File: src/rtl/ep0_pkg.sv
// Shared types and constants for the EP0 SETUP parser.
package ep0_pkg;

    localparam int unsigned SETUP_LEN_DEFAULT      = 8;
    localparam int unsigned TIMEOUT_CYCLES_DEFAULT = 4096;

    typedef enum logic [1:0] {
        IDLE    = 2'd0,
        COLLECT = 2'd1,
        ACTIVE  = 2'd2
    } ep0State_t;

    // Standard bRequest codes
    localparam logic [7:0] REQ_SET_ADDRESS    = 8'h05;
    localparam logic [7:0] REQ_GET_DESCRIPTOR = 8'h06;

    // Descriptor type codes (high byte of wValue for GET_DESCRIPTOR)
    localparam logic [7:0] DESC_DEVICE        = 8'h01;
    localparam logic [7:0] DESC_CONFIGURATION = 8'h02;
    localparam logic [7:0] DESC_STRING        = 8'h03;
    localparam logic [7:0] DESC_INTERFACE     = 8'h04;
    localparam logic [7:0] DESC_ENDPOINT      = 8'h05;

    typedef struct packed {
        logic        dptd;
        logic [1:0]  reqType;
        logic [4:0]  recipient;
        logic [7:0]  bRequest;
        logic [15:0] wValue;
        logic [15:0] wIndex;
        logic [15:0] wLength;
    } setupReq_t;

    // Multi-byte fields are little-endian on the wire.
    function automatic setupReq_t decodeSetup(input logic [7:0][7:0] b);
        setupReq_t r;
        r.dptd      = b[0][7];
        r.reqType   = b[0][6:5];
        r.recipient = b[0][4:0];
        r.bRequest  = b[1];
        r.wValue    = {b[3], b[2]};
        r.wIndex    = {b[5], b[4]};
        r.wLength   = {b[7], b[6]};
        return r;
    endfunction

endpackage

File: src/rtl/ep0_setup_buffer.sv
// SETUP payload staging buffer: write index, saturating count, overflow flag.
// Exposes next-cycle views so a same-cycle end-of-packet sees the final byte.
module ep0_setup_buffer
    import ep0_pkg::*;
#(
    parameter int unsigned LEN = SETUP_LEN_DEFAULT
) (
    input  logic                         clk,
    input  logic                         reset,
    input  logic                         clear,
    input  logic                         wrEn,
    input  logic [7:0]                   wrData,
    output logic [LEN-1:0][7:0]          dataNext_c,
    output logic [$clog2(LEN+1)-1:0]     countNext_c,
    output logic                         overflowNext_c
);

    localparam int unsigned CW = $clog2(LEN + 1);
    localparam int unsigned IW = (LEN > 1) ? $clog2(LEN) : 1;

    logic [LEN-1:0][7:0] mem;
    logic [CW-1:0]       count;
    logic                overflow;

    // Clear beats write; a byte past LEN is dropped and flagged.
    always_comb begin
        dataNext_c     = mem;
        countNext_c    = count;
        overflowNext_c = overflow;
        if (clear) begin
            countNext_c    = '0;
            overflowNext_c = 1'b0;
        end else if (wrEn) begin
            if (count == CW'(LEN)) begin
                overflowNext_c = 1'b1;
            end else begin
                dataNext_c[IW'(count)] = wrData;
                countNext_c            = count + CW'(1);
            end
        end
    end

    always_ff @(posedge clk or negedge reset) begin
        if (!reset) begin
            mem      <= '0;
            count    <= '0;
            overflow <= 1'b0;
        end else begin
            mem      <= dataNext_c;
            count    <= countNext_c;
            overflow <= overflowNext_c;
        end
    end

endmodule

File: src/rtl/ep0_setup_parser.sv
// EP0 SETUP collector/decoder; holds requestValid for the whole control transfer.
// Optional COLLECT timeout enabled by defining EP0_SETUP_TIMEOUT_EN.
module ep0_setup_parser
    import ep0_pkg::*;
#(
    parameter int unsigned SETUP_LEN      = SETUP_LEN_DEFAULT,
    parameter int unsigned TIMEOUT_CYCLES = TIMEOUT_CYCLES_DEFAULT
) (
    input  logic        clk,
    input  logic        reset,
    input  logic        setupToken,
    input  logic [7:0]  rxByte,
    input  logic        rxByteValid,
    input  logic        rxPacketEnd,
    input  logic        rxCrcOk,
    input  logic        statusDone,
    output logic        setupAck,
    output logic        setupErr,
    output logic        clearRequest,
    output logic        requestValid,
    output logic        bmRequestTypeDPTD,
    output logic [1:0]  bmRequestTypeType,
    output logic [4:0]  bmRequestTypeRecipient,
    output logic [7:0]  bRequest,
    output logic [15:0] wValue,
    output logic [15:0] wIndex,
    output logic [15:0] wLength
);

    localparam int unsigned CW = $clog2(SETUP_LEN + 1);

    ep0State_t                 state;
    setupReq_t                 req;
    logic [SETUP_LEN-1:0][7:0] bufNext_c;
    logic [CW-1:0]             countNext_c;
    logic                      overflowNext_c;
    logic                      acceptNow_c;
    logic                      timeoutHit_c;

    ep0_setup_buffer #(
        .LEN (SETUP_LEN)
    ) u_buffer (
        .clk            (clk),
        .reset          (reset),
        .clear          (setupToken),
        .wrEn           (rxByteValid && (state == COLLECT)),
        .wrData         (rxByte),
        .dataNext_c     (bufNext_c),
        .countNext_c    (countNext_c),
        .overflowNext_c (overflowNext_c)
    );

    assign acceptNow_c = (countNext_c == CW'(SETUP_LEN)) && rxCrcOk && !overflowNext_c;

`ifdef EP0_SETUP_TIMEOUT_EN
    logic [15:0] timer;

    assign timeoutHit_c = (state == COLLECT) && (timer == 16'(TIMEOUT_CYCLES - 1));

    always_ff @(posedge clk or negedge reset) begin
        if (!reset) begin
            timer <= '0;
        end else if (setupToken) begin
            timer <= '0;
        end else if (state == COLLECT) begin
            timer <= timer + 16'd1;
        end
    end
`else
    logic [31:0] unusedTimeoutCycles;

    assign unusedTimeoutCycles = 32'(TIMEOUT_CYCLES);
    assign timeoutHit_c        = 1'b0;
`endif

    // A new SETUP token overrides everything, including a same-cycle packet end.
    always_ff @(posedge clk or negedge reset) begin
        if (!reset) begin
            state        <= IDLE;
            req          <= '0;
            setupAck     <= 1'b0;
            setupErr     <= 1'b0;
            clearRequest <= 1'b0;
            requestValid <= 1'b0;
        end else begin
            setupAck     <= 1'b0;
            setupErr     <= 1'b0;
            clearRequest <= 1'b0;
            if (setupToken) begin
                state        <= COLLECT;
                requestValid <= 1'b0;
                clearRequest <= 1'b1;
            end else begin
                case (state)
                    COLLECT: begin
                        if (rxPacketEnd) begin
                            if (acceptNow_c) begin
                                req          <= decodeSetup(bufNext_c[7:0]);
                                requestValid <= 1'b1;
                                setupAck     <= 1'b1;
                                state        <= ACTIVE;
                            end else begin
                                setupErr <= 1'b1;
                                state    <= IDLE;
                            end
                        end else if (timeoutHit_c) begin
                            setupErr <= 1'b1;
                            state    <= IDLE;
                        end
                    end
                    ACTIVE: begin
                        if (statusDone) begin
                            requestValid <= 1'b0;
                            state        <= IDLE;
                        end
                    end
                    default: ;
                endcase
            end
        end
    end

    assign bmRequestTypeDPTD      = req.dptd;
    assign bmRequestTypeType      = req.reqType;
    assign bmRequestTypeRecipient = req.recipient;
    assign bRequest               = req.bRequest;
    assign wValue                 = req.wValue;
    assign wIndex                 = req.wIndex;
    assign wLength                = req.wLength;

endmodule

File: config.mk
export PLATFORM = sky130hd
export DESIGN_NAME = ep0_setup_parser
export DESIGN_NICKNAME = d
export VERILOG_FILES = /design/src/rtl/ep0_pkg.sv /design/src/rtl/ep0_setup_buffer.sv /design/src/rtl/ep0_setup_parser.sv
export SDC_FILE = /design/constraint.sdc
export NUM_CORES = 1
export LEC_CHECK = 0
export BUFFER_PORTS_ARGS = -buffer_cell sky130_fd_sc_hd__buf_4
export CORE_MARGIN = 2
export CORE_UTILIZATION = 30
export CTS_CLUSTER_SIZE = 25
export DETAILED_ROUTE_END_ITERATION = 10
export GPL_ROUTABILITY_DRIVEN = 0
export SYNTH_ARGS = -nofsm -noshare
export SYNTH_HDL_FRONTEND = slang
export SYNTH_HIERARCHICAL = 1
export SYNTH_SLANG_ARGS = --single-unit
File: constraint.sdc
create_clock -name clk -period 6.37 [get_ports clk]
set_input_delay 0.637 -clock clk [delete_from_list [all_inputs] [get_ports clk]]
set_output_delay 0.637 -clock clk [all_outputs]
set_load 0.05 [all_outputs]
==> qor.yml, run 1 <==
outcome:
  status: "completed"
setup_path:
  critPathArrivalTime_ns: 4.01
  end_kind: "register"
  start_kind: "register"
  critPathMaxStageDelay_ns: 0.56
  worstReg2RegStart: "u_buffer/count[0]$_DFF_PN0_"
  crit_fanout: 34
  slowest_stage: "nand3_4"
  cp-startpoint: "u_buffer/count[0]$_DFF_PN0_"
  critPathBufInv: 2
  cp_cell_sequence: "inv_1 -> ha_1 -> nand2_1 -> o21ai_0 -> mux2_2 -> nor4b_4 -> nand3_4 -> buf_4 -> mux2_4"
  critical-path-top-delay-family: "simple AND/OR/NAND/NOR gates"
  critical_path_class: "reg2reg"
  required_ns: 6.66
global_route:
  grt_max_degree: 72
  grt_pass1_vias: 3289
  gr-total-overflow: 0
  grt_pass1_wl_um: 19200
  grt.met2_usage_pct: 19.6
  antenna_found_initial: 0
  top_usage_layer: "met2"
  use_met1_pct: 17.2
  met3_usage_pct: 4.18
  grt_usage_pct: 12.9
layout:
  layout_common_cells: "dfrtp_1 (139), buf_4 (83), mux2_2 (80)"
  regArea_um2: 3480
  drive_gt1_share_pct: 58.3
  multi_input_area_um2: 1990
  finalNonFillerCells: 668
  n_antenna_cell: 0
  layout.nets: 439
  final_common_cell: "dfrtp_1"
  area_growth_pct: 24.3
  fill_cells: 1774
floorplan:
  std_cell_rows: 50
  io_pins: 83
  dieHeight_um: 141
  core_region_area_um2: 18500
  die_w_um: 141
  dieArea_um2: 19800
  initial_core_util_pct: 30.3
sta:
  finClkSkew_ns: 0.00759
  setup_viol: 0
  min_period_ns: 3.72
  worst_pin_slew_ns: 0.893
  timing.hold.ws_ns: 0.215
  slew_violations: 0
  slew_headroom_pct: 40.4
  rsz0062_at_grt: "false"
  final_hold_viol_count: 0
  fmax_ghz: 0.269
  final.setup.tns_ns: 0
  post-route-period-util_pct: 58.4
  timing.final.ws_setup_ns: 2.65
synth:
  synth-main-ff-cell: "dfrtp_1"
  synth_edf_count: 0
  synth_area_um2: 5610
  async_reset_ff_share_pct: 100
  syn_nets: 350
  synth_cells: 333
  yosys_warnings: 6
  seq_area_frac_synth_pct: 62.0
  synth-seq-cells: 139
  synth.avg_cell_area_um2: 16.8
  synth_cell_types: 29
route:
  drtPass1Iterations: 4
  viasPerCell: 4.50
  ant_nets: 0
  post-route-drc-count: 0
  routedWlPerCell_um: 18.0
  routed_wl_um: 12000
  initialDrtViolationCount: 115
  num_vias: 3009
cts:
  clkTransAtPathRegs_ns: 0.06
  clock_sinks: 139
  cts_tree: "yes"
  ctsResizeCount: 0
  ctsHtreeMaxLevel: 4
  clock_latency_ns: 0.41
  cts_root_buffer: "clkbuf_16"
  cts_buffers: 17
  post_cts_buffers: 0
  cts_buffer_depth: 2
  cts_hold_buffers: 0
hold_path:
  hp-class: "in2async"
power:
  p_per_area_nw_per_um2: 290
  peakVddDrop_uv: 183
  total_power_mw: 2.02
  p_leak_nw: 3.65
placement:
  portBuffers: 82
  dp_hpwl_um: 7640
  dp_cells: 637
  dp_slack_ns: 2.68
run:
  drv_cap: 0
-- worst paths after layout --
| path | to | slack (ns) | cells after the start |
|---|---|---|---|
| worst min-delay path | bmRequestTypeRecipient[0]$_DFFE_PN0P_ | 0.22 | 1 |
| worst max register to register | bRequest[6]$_DFFE_PN0P_ | 2.65 | 9 |
| max in group asynchronous | u_buffer/mem[49]$_DFF_PN0_ | 4.82 | 2 |
| worst max-delay path | bRequest[6]$_DFFE_PN0P_ | 2.65 | 9 |
| worst min register to register | u_buffer/mem[25]$_DFF_PN0_ | 0.49 | 1 |
| min in group clk | clearRequest$_DFF_PN0_ | 0.46 | 1 |
-- final cells by class --
cell class	instances	area share [%]
Clock inverter	6	0.521
Clock buffer	25	7.40
Inverter	5	0.269
Multi-Input combinational cell	175	28.6
Sequential cell	139	49.9
Tap cell	234	4.20
Timing Repair Buffer	84	9.10
-- kinds of logic (layout without fill, tap and decap cells) --
logic type               Yosys count  count (layout)  synth area share (%)
adder cells (fa/ha/maj)            2               2                 0.446
AO/OA/AOI/OAI                      8               8                 0.870
multiplexers                     130             130                  29.4
flip-flops                       139             139                  62.0
buffers and inverters             19             120                  2.54
AND/OR/NAND/NOR                   34              34                  4.60
XOR/XNOR                           1               1                 0.156
-- cell usage after synthesis, types with 3 or more instances --
library cell / n / area (µm²)
buf_4: 4 / 30.0
buf_6: 7 / 78.8
mux2_4: 49 / 736
nand2_1: 4 / 15.0
nand3_2: 4 / 40.0
buf_2: 3 / 15.0
dfrtp_1: 139 / 3480
mux2_2: 80 / 901
nor2_1: 8 / 30.0
inv_1: 5 / 18.8
a21oi_1: 3 / 15.0
-- state kept, by name, indices dropped and copies added (netlist names), 2 cells and up --
register and flops:
u_buffer/mem 64, wLength 16, u_buffer/count 4, state 2
bRequest 8, bmRequestTypeRecipient 5, wIndex 16, bmRequestTypeType 2
wValue 16
-- power by group --
group,leakage [nW],internal (mW),switching (mW)
sequential,1.90,0.947,0.0191
clock,0.275,0.556,0.359
combinational,1.48,0.0645,0.0754
-- per-stage QoR --
| step | cell area [µm²] | util [%] |
|---|---|---|
| 2_1_floorplan | 5610 | - |
| 3_3_place_gp | 6420 | 34.7 |
| 3_5_place_dp | 6420 | 34.7 |
| 4_1_cts | 6970 | 37.6 |
| 5_1_grt | 6970 | 37.6 |
| 6_report | 6970 | 37.6 |
-- routing by layer --
layer,routed length [µm],up-vias,share of wire (%)
met5,0,-,0
met4,240,0,2.0
met3,576,21,4.8
met2,5510,74,46
met1,5720,1549,47
li1,-,1365,-
Power figures use the tool's default switching activity.
==> inputs of run 2 (changes only) <==
Clock period 6.37 ns to 3.1 ns, I/O delays scaled along.
==> qor.yml, run 2 (same netlist as run 1, synthesis figures left out) <==
layout:
  n_antenna_cell: 0
  layout_common_cells: "dfrtp_1 (139), buf_4 (83), mux2_2 (80)"
  multi_input_area_um2: 1990
  drive_gt1_share_pct: 58.7
  final_common_cell: "dfrtp_1"
  regArea_um2: 3480
  fill_cells: 1774
  largest_reg_flops: 64
  area_growth_pct: 25.4
  regMostFlops: "u_buffer/mem"
  layout.nets: 442
  finalNonFillerCells: 672
power:
  p_per_area_nw_per_um2: 597
  p_leak_nw: 3.68
  peakVddDrop_uv: 390
  total_power_mw: 4.20
setup_path:
  worstReg2RegStart: "u_buffer/count[0]$_DFF_PN0_"
  slowest_stage: "nor4b_4"
  critical-path-top-delay-family: "multiplexers"
  required_ns: 3.40
  critPathBufInv: 2
  critical_path_class: "reg2reg"
  start_kind: "register"
  rr_endpoint: "wLength[3]$_DFFE_PN0P_"
  critPathMaxStageDelay_ns: 0.41
  end_kind: "register"
  crit_fanout: 65
  reg2reg_depth: 9
  rrSetupSlack_ns: 0.32
  critPathArrivalTime_ns: 3.08
  cp_cell_sequence: "inv_1 -> ha_1 -> nand2_1 -> o21ai_0 -> mux2_2 -> nor4b_4 -> nand3_4 -> buf_12 -> mux2_4"
hold_path:
  worstHoldStart: "setupToken"
  hp-class: "in2reg"
  whs_endpoint: "clearRequest$_DFF_PN0_"
  hold_depth: 1
cts:
  cts_buffer_depth: 2
  cts_root_buffer: "clkbuf_16"
  cts_hold_buffers: 1
  post_cts_buffers: 0
  clock_latency_ns: 0.42
  ctsResizeCount: 0
  ctsHtreeMaxLevel: 4
  clock_sinks: 139
  clkTransAtPathRegs_ns: 0.06
  cts_tree: "yes"
  cts_buffers: 17
sta:
  final.setup.tns_ns: 0
  min_period_ns: 2.78
  final_hold_viol_count: 0
  worst_pin_slew_ns: 0.791
  finClkSkew_ns: 0.00547
  rsz0062_at_grt: "false"
  slew_violations: 0
  setup_viol: 0
  post-route-period-util_pct: 89.7
  fmax_ghz: 0.360
  slew_headroom_pct: 47.3
placement:
  portBuffers: 82
  dp_cells: 639
  dp_hpwl_um: 7290
global_route:
  grt_max_degree: 85
  grt_pass1_wl_um: 18600
  gr-total-overflow: 0
  antenna_found_initial: 0
  grt_usage_pct: 12.5
  grt_pass1_vias: 3211
route:
  routedWlPerCell_um: 17.3
  post-route-drc-count: 0
  drtPass1Iterations: 4
  viasPerCell: 4.44
  ant_nets: 0
  num_vias: 2983
  routed_wl_um: 11700
  initialDrtViolationCount: 121
floorplan:
  std_cell_rows: 50
  dieArea_um2: 19800
  io_pins: 83
  die_w_um: 141
  dieHeight_um: 141
  core_region_area_um2: 18500
  initial_core_util_pct: 30.3
outcome:
  status: "completed"
run:
  drv_cap: 0
==> run 2: changes by cell type in the layout (fill, tap and decap cells not counted), sizes merged <==
cell and change:
clkinv +2, clkbuf -4, buf +2, clkinvlp +2, dlygate4sd3 +1, bufinv +1
==> run 2: per-stage QoR <==
stage                     setup WS (ns)  utilization [%]  hold WS (ns)  cell area (µm²)
after global placement            0.502             34.9         0.418             6460
after CTS                         0.356             38.0        0.0997             7030
after floorplan                   0.508                -        0.0144             5610
after global routing              0.181             38.0         0.112             7030
after detailed placement          0.395             34.9         0.435             6460
final                             0.321             38.0         0.121             7030
==> run 2: how the worst max path moves through the flow <==
stage | startpoint | end | slack (ns) | cells past startpoint
4_1_cts | u_buffer/count[0]$_DFF_PN0_ | wLength[3]$_DFFE_PN0P_ | 0.36 | 9
3_3_place_gp | u_buffer/count[0]$_DFF_PN0_ | wLength[8]$_DFFE_PN0P_ | 0.50 | 9
3_5_place_dp | u_buffer/count[0]$_DFF_PN0_ | wLength[2]$_DFFE_PN0P_ | 0.39 | 9
2_1_floorplan | u_buffer/count[0]$_DFF_PN0_ | bRequest[0]$_DFFE_PN0P_ | 0.51 | 11
6_report | u_buffer/count[0]$_DFF_PN0_ | wLength[3]$_DFFE_PN0P_ | 0.32 | 9
5_1_grt | u_buffer/count[0]$_DFF_PN0_ | wLength[3]$_DFFE_PN0P_ | 0.18 | 9
==> run 2: routing by layer <==
metal	track usage, %	vias up	wire (µm)
met1	17.0	1525	5630
met5	0	-	0
li1	-	1369	-
met4	5.26	0	244
met3	3.94	16	534
met2	18.5	73	5240
==> run 2: layout make-up <==
type	count	share of cell area (%)
flip-flops and latches	139	49.4
multi-input cells	175	28.4
repair buffers	87	9.73
clock buffers	21	6.69
well taps	234	4.16
clock inverters	11	1.35
inverters	5	0.267
==> run 2: power breakdown <==
part / internal (mW) / switching [mW] / total, mW / leakage [nW]
Combinational: 0.138 / 0.164 / 0.302 / 1.51
Clock: 1.16 / 0.761 / 1.92 / 0.275
Sequential: 1.95 / 0.0328 / 1.98 / 1.90
==> inputs of run 3 (changes only) <==
Settings changed: CORE_UTILIZATION 30 to 51, PLACE_DENSITY set to 0.75.
==> qor.yml, run 3 (same netlist as run 1, synthesis figures left out) <==
global_route:
  grt_usage_pct: 20.6
  grt_pass1_vias: 3293
  grt.met2_usage_pct: 30.7
  grt_max_degree: 97
  gr-total-overflow: 0
  use_met1_pct: 28.2
  antenna_found_initial: 0
  top_usage_layer: "met2"
  met3_usage_pct: 5.44
  grt_pass1_wl_um: 17800
power:
  p_per_area_nw_per_um2: 623
  peakVddDrop_uv: 355
  total_power_mw: 4.34
  p_leak_nw: 3.71
cts:
  cts_buffer_depth: 2
  clkTransAtPathRegs_ns: 0.06
  cts_tree: "yes"
  cts_buffers: 17
  ctsResizeCount: 0
  clock_latency_ns: 0.52
  post_cts_buffers: 0
  clock_sinks: 139
  cts_hold_buffers: 2
  cts_root_buffer: "clkbuf_8"
  ctsHtreeMaxLevel: 4
route:
  initialDrtViolationCount: 148
  post-route-drc-count: 0
  drtPass1Iterations: 4
  routed_wl_um: 11100
  viasPerCell: 5.30
  routedWlPerCell_um: 19.1
  num_vias: 3070
  ant_nets: 0
hold_path:
  hp-class: "in2reg"
sta:
  min_period_ns: 2.81
  final.setup.tns_ns: 0
  timing.hold.ws_ns: 0.0935
  slew_headroom_pct: 42.1
  final_hold_viol_count: 0
  post-route-period-util_pct: 90.5
  slew_violations: 0
  setup_viol: 0
  finClkSkew_ns: 0.00907
  fmax_ghz: 0.356
  timing.final.ws_setup_ns: 0.295
  worst_pin_slew_ns: 0.868
  rsz0062_at_grt: "false"
placement:
  dp_hpwl_um: 6750
  dp_cells: 545
  dp_slack_ns: 0.384
  place_area_um2: 6340
  portBuffers: 82
floorplan:
  io_pins: 83
  dieArea_um2: 11900
  die_w_um: 109
  core_region_area_um2: 10800
  initial_core_util_pct: 52.0
  std_cell_rows: 38
  dieHeight_um: 109
outcome:
  status: "completed"
layout:
  regMostFlops: "u_buffer/mem"
  largest_reg_flops: 64
  layout.nets: 443
  n_antenna_cell: 0
  fin_area_um2: 6970
  fin_util_pct: 64.5
  area_growth_pct: 24.2
  final_common_cell: "dfrtp_1"
  fill_cells: 753
  finalNonFillerCells: 579
  layout_common_cells: "dfrtp_1 (139), buf_4 (83), mux2_2 (80)"
  drive_gt1_share_pct: 58.1
setup_path:
  slowest_stage: "nor4b_4"
  critPathArrivalTime_ns: 3.20
  cp_cell_sequence: "inv_1 -> ha_1 -> nand2_1 -> o21ai_0 -> mux2_2 -> nor4b_4 -> nand3_4 -> buf_12 -> mux2_4"
  end_kind: "register"
  start_kind: "register"
  critical_path_class: "reg2reg"
  crit_fanout: 65
  required_ns: 3.50
  critPathMaxStageDelay_ns: 0.45
run:
  drv_cap: 0
run 3: changes by cell type in the layout (fill, tap and decap cells not counted), sizes merged:
cell and delta:
clkbuf +4, clkinv -3, bufinv +2, clkinvlp -3, dlygate4sd3 +1
run 3: metal layers:
| layer | up-vias | wire length, µm |
|---|---|---|
| met1 | 1576 | 5040 |
| met2 | 104 | 5300 |
| met5 | - | 0 |
| li1 | 1372 | - |
| met4 | 0 | 215 |
| met3 | 18 | 528 |
run 3: final cells by class:
type,instances,area [µm²],area share [%]
Timing Repair Buffer,88,694,9.97
Tap cell,140,175,2.51
Clock inverter,7,110,1.58
Clock buffer,25,494,7.10
Multi-Input combinational cell,175,1990,28.6
Inverter,5,18.8,0.269
Sequential cell,139,3480,49.9
run 3: worst max-delay path: cells and delay by family (launching register included):
kind                       cells  cell delay [ns]
AOI/OAI and AO/OA              1             0.20
adders and majority gates      1             0.21
buffers and inverters          2             0.39
DFF                            1             0.38
muxes                          2             0.74
and+or+nand+nor                3             0.71
run 3: worst paths after layout:
check	depth (start not counted)	from	endpoint	slack (ns)
worst max register to register	9	u_buffer/count[0]$_DFF_PN0_	wLength[1]$_DFFE_PN0P_	0.29
min in group asynchronous	2	reset	bmRequestTypeRecipient[0]$_DFFE_PN0P_	0.45
worst min register to register	1	u_buffer/mem[17]$_DFF_PN0_	u_buffer/mem[17]$_DFF_PN0_	0.49
worst min-delay path	4	statusDone	requestValid$_DFFE_PN0P_	0.09
max in group asynchronous	3	reset	u_buffer/mem[63]$_DFF_PN0_	1.88
worst max-delay path	9	u_buffer/count[0]$_DFF_PN0_	wLength[1]$_DFFE_PN0P_	0.29
run 3: power breakdown:
group,leakage [nW],switching (mW),internal (mW),total [mW]
logic,1.51,0.163,0.139,0.302
registers,1.90,0.0354,1.95,1.98
clock network,0.302,0.726,1.33,2.06
total,3.71,0.925,3.41,4.34
